### config.mk
export PLATFORM = sky130hd
export DESIGN_NAME = reg_file_mp
export DESIGN_NICKNAME = d
export VERILOG_FILES = /design/src/rtl/reg_file_mp.sv
export SDC_FILE = /design/constraint.sdc
export NUM_CORES = 1
export LEC_CHECK = 0
export ABC_AREA = 1
export BUFFER_PORTS_ARGS = -buffer_cell sky130_fd_sc_hd__buf_4
export CELL_PAD_IN_SITES_DETAIL_PLACEMENT = 0
export CELL_PAD_IN_SITES_GLOBAL_PLACEMENT = 1
export CORE_MARGIN = 8
export CORE_UTILIZATION = 38
export DETAILED_ROUTE_END_ITERATION = 12
export PLACE_DENSITY_LB_ADDON = 0.1
export REMOVE_ABC_BUFFERS = 1
export SLEW_MARGIN = 10
export SYNTH_ARGS = -nofsm -noshare
export SYNTH_HDL_FRONTEND = slang
export SYNTH_SLANG_ARGS = --single-unit
export TNS_END_PERCENT = 20
### constraint.sdc
create_clock -name clk_i -period 1.52 [get_ports clk_i]
set_clock_uncertainty 0.15 [all_clocks]
set_input_delay 0.304 -clock clk_i [delete_from_list [all_inputs] [get_ports clk_i]]
set_output_delay 0.304 -clock clk_i [all_outputs]
set_load 0.03 [all_outputs]
### src/rtl/reg_file_mp.sv
// reg_file_mp: multi-port register file with a per-register pending-write
// scoreboard for RAW hazard detection. Register 0 reads zero, ignores writes
// and is never pending.
// Optional feature: define REG_FILE_BYPASS_EN to forward same-cycle write
// data (and clear busy) on the read ports.
module reg_file_mp #(
   parameter int XLEN    = 32,
   parameter int NUM_REG = 8,
   parameter int NUM_RD  = 2,
   parameter int NUM_WR  = 2,
   parameter int AW      = $clog2(NUM_REG)
) (
   input  logic                     clk_i,
   input  logic                     arst_ni,
   input  logic [NUM_WR-1:0]        wr_en_i,
   input  logic [NUM_WR*AW-1:0]     wr_addr_i,
   input  logic [NUM_WR*XLEN-1:0]   wr_data_i,
   input  logic [NUM_RD*AW-1:0]     rd_addr_i,
   output logic [NUM_RD*XLEN-1:0]   rd_data_o,
   output logic [NUM_RD-1:0]        rd_busy_o,
   input  logic                     issue_en_i,
   input  logic [AW-1:0]            issue_addr_i,
   output logic                     any_pending_o
);

   logic [XLEN-1:0]    regs_q [NUM_REG];
   logic [XLEN-1:0]    regs_d [NUM_REG];
   logic [NUM_REG-1:0] pend_q;
   logic [NUM_REG-1:0] pend_d;

   // Next state: ports applied in ascending order so the highest index wins
   // an address conflict; issue is applied last so it beats a writeback.
   always_comb begin : write_next
      regs_d = regs_q;
      pend_d = pend_q;
      for (int w = 0; w < NUM_WR; w++) begin
         if (wr_en_i[w] && (wr_addr_i[w*AW +: AW] != '0)) begin
            regs_d[wr_addr_i[w*AW +: AW]] = wr_data_i[w*XLEN +: XLEN];
            pend_d[wr_addr_i[w*AW +: AW]] = 1'b0;
         end
      end
      if (issue_en_i && (issue_addr_i != '0)) begin
         pend_d[issue_addr_i] = 1'b1;
      end
      regs_d[0] = '0;
      pend_d[0] = 1'b0;
   end

   // Register storage and pending bits, cleared asynchronously.
   always_ff @(posedge clk_i or negedge arst_ni) begin : state_ff
      if (!arst_ni) begin
         for (int r = 0; r < NUM_REG; r++) begin
            regs_q[r] <= '0;
         end
         pend_q <= '0;
      end else begin
         regs_q <= regs_d;
         pend_q <= pend_d;
      end
   end

   // Combinational read ports; outputs are forced quiet while in reset.
   always_comb begin : read_ports
      rd_data_o = '0;
      rd_busy_o = '0;
      for (int p = 0; p < NUM_RD; p++) begin
         rd_data_o[p*XLEN +: XLEN] = regs_q[rd_addr_i[p*AW +: AW]];
         rd_busy_o[p]              = pend_q[rd_addr_i[p*AW +: AW]];
`ifdef REG_FILE_BYPASS_EN
         for (int w = 0; w < NUM_WR; w++) begin
            if (wr_en_i[w] && (rd_addr_i[p*AW +: AW] != '0) &&
                (wr_addr_i[w*AW +: AW] == rd_addr_i[p*AW +: AW])) begin
               rd_data_o[p*XLEN +: XLEN] = wr_data_i[w*XLEN +: XLEN];
               rd_busy_o[p]              = 1'b0;
            end
         end
`endif
      end
      if (!arst_ni) begin
         rd_data_o = '0;
         rd_busy_o = '0;
      end
   end

   // Summary of registered pending state only, never bypassed.
   assign any_pending_o = |pend_q;

endmodule

==> summary.md <==
| Metric | Value |
|---|---|
| Setup crit start kind | flip-flop |
| Critical path fanouts, max | 3 |
| Warnings, synthesis | 0 |
| Die Footprint | 51200 µm² |
| Slew Viols, Final | 0 |
| Vias in the first global route | 19000 |
| Cts bufs inserted | 30 |
| Peak supply drop | 895 µV |
| Synth top area cells | dfrtp_1, nand2_1, nand3_1, inv_1, nor2_1 |
| PD cells | 1070 nW/µm² |
| Syn Inst Count | 2941 |
| Max Buffers Root-to-Sink | 3 |
| Final worst slack | -0.575 ns |
| Setup crit end kind | output pin |
| Overall routing resource usage | 29.5% |
| Die X | 226 µm |
| Final hold vios | 0 |
| Final ANT Viol Nets | 0 |
| Max-capacitance violation count | 0 |
| First-pass GRT wire length | 117000 µm |
| Register area share after synthesis | 34.4% |
| RSZ-0062 raised after global routing | yes |
| Placer Congestion | 0.890 |
| Routed len/inst | 20.3 µm |
| Lkg Pwr | 12.3 nW |
| Initial antenna violation count | 0 |
| H-tree depth | 1 |
| Slew margin rel. | 35.6% |
| Core region area | 43900 µm² |
| Synth Cell Area | 16800 µm² |
| Routed WL | 77100 µm |
| Io pins | 151 |
| Clk_lat worst skew | 0.57 ns |
| CP Data Required Time | 1.07 ns |
| Worst setup path category | reg2out |
| Status | finished with violations |
| Clock slew at reported path FFs | 0.06 ns |
| Number of diodes | 0 |
| Synth cell types | 15 |
| Final setup viols | 67 |
| Max Freq | 477 MHz |
| DP Cell Count | 3683 |
| FF+latch area | 5780 µm² |
| Root buffer cell | clkbuf_16 |
| Post-layout net count | 3277 |
| Filler-free cell count of the finished design | 3808 |
| Rows | 77 |
| 1st-iter DRT viols | 2191 |
| Vias per cell | 5.23 |
| DP Worst Slack | -0.469 ns |
| Share of the synthesized area in the top cell type | 34.4% |
| Overall power | 23.7 mW |
| CTS tree | done |
| Cell taking the most area after synthesis | dfrtp_1 |
| Violated checks | setup timing |
| Fillers | 4582 |
| Worst Tran Pin Value | 0.964 ns |
| Area occupied by multi-input gates | 9280 µm² |
| Flip-flop and latch count after synthesis | 231 |
| Type of the most critical hold path | in2async |
| Largest net degree at the start of global routing | 66 |
| Final worst-path cycle share | 138% |
| IO Port Bufs | 150 |
| Grt total ovfl | 0 |
| Layout cell share with drive strength beyond 1 | 17.4% |
| Critical Path AT | 1.64 ns |
| Final min period | 2.09 ns |
| Syn Area/Cell | 5.72 µm² |
| Via count | 19900 |
| Drt pass-1 iters | 8 |
| Initial Util | 38.3% |
| Tightest hold margin | 0.0182 ns |
| Area growth syn-to-layout | 31.8% |
| DP HPWL | 51300 µm |
| Drt drc | 0 |
| DIE HEIGHT | 226 µm |
| Clock Sinks | 231 |
## worst paths after layout
| check | start | cells past startpoint | slack [ns] | end |
|---|---|---|---|---|
| min | arst_ni | 6 | 0.02 | regs_q[148]$_DFF_PN0_ |
| min reg2reg | pend_q[4]$_DFF_PN0_ | 2 | 0.37 | pend_q[4]$_DFF_PN0_ |
| max | regs_q[210]$_DFF_PN0_ | 7 | -0.57 | rd_data_o[18] |
| max reg2reg | regs_q[89]$_DFF_PN0_ | 5 | 0.08 | regs_q[89]$_DFF_PN0_ |
| min in group clk_i | wr_data_i[24] | 5 | 0.02 | regs_q[120]$_DFF_PN0_ |
| max in group asynchronous | arst_ni | 6 | 0.14 | regs_q[186]$_DFF_PN0_ |
## final cells by class
class                   count  area share [%]
flip-flops and latches    231            26.1
well taps                 592            3.34
clock inverters             9           0.542
repair buffers            412            18.6
multi-input cells        2198            41.9
clock buffers              46            4.12
inverters                 320            5.44
## state kept, by name, summed over array words and instances, names as in the netlist
signal  cells
regs_q    224
pend_q      7
## layer usage
| metal | vias to the layer above | global-route usage (%) | wire length (µm) |
|---|---|---|---|
| met2 | 909 | 47.9 | 35000 |
| met4 | 0 | 9.77 | 2670 |
| met5 | - | 0 | 0 |
| met1 | 9343 | 40.0 | 33200 |
| li1 | 9503 | - | - |
| met3 | 173 | 4.27 | 6240 |
## synth_stat cells
cell type,instances
nand3_1,497
nand2_1,1321
inv_2,3
buf_2,81
nor2_1,274
clkinv_1,1
nor2_2,1
nand4_1,2
nor3_1,1
inv_1,316
o21ai_1,8
buf_1,23
o21ai_0,94
clkbuf_1,88
dfrtp_1,231
## cells by family after synthesis
kind of cell,Yosys count,share of synthesized area (%)
simple gates,2096,50.5
buf+inv,512,12.0
flops,231,34.4
compound gates,102,3.04
## power breakdown
part	internal, mW	total (mW)	switching, mW
clock network	4.60	7.58	2.99
registers	7.47	8.06	0.585
logic	2.99	8.11	5.11
## repair_timing
action | 4_1_cts | 5_1_grt
gates resized for setup | 89 | 84
pin swaps | 65 | 32
endpoints found under the hold margin | 406 | 0
cloned | 0 | 0
setup buffers | 2 | 6
endpoints found under the setup margin | 67 | 96
hold buffers | 62 | 0
## placed cells by master (no fill, tap or decap), drive strengths merged
| cell type | count |
|---|---|
| clkinv | 9 |
| dlymetal6s2s | 1 |
| dfrtp | 231 |
| inv | 317 |
| bufinv | 3 |
| nor2 | 275 |
| nand4 | 2 |
| dlymetal6s4s | 1 |
| nor3 | 1 |
| buf | 353 |
| clkbuf | 46 |
| nand2 | 1321 |
| o21ai | 102 |
| nand3 | 497 |
| dlygate4sd3 | 57 |
## critical path, stage by stage (launching register included)
cell and delay [ns]:
dfrtp_1 0.41, nand2_1 0.07, nor2_1 0.11, nor2_1 0.06, nand2_1 0.05, nand2_1 0.06
nor2_2 0.17, buf_6 0.15
## through the flow
stage | utilization [%] | TNS [ns] | instance area, µm²
after floorplan | - | -209.68 | 16000
after global placement | 45.7 | -44.63 | 20100
after detailed placement | 45.7 | -48.82 | 20100
after CTS | 50.0 | -38.32 | 22000
after global routing | 50.4 | -38.47 | 22200
final | 50.4 | -31.88 | 22200
(Power assumes the default switching activity.)
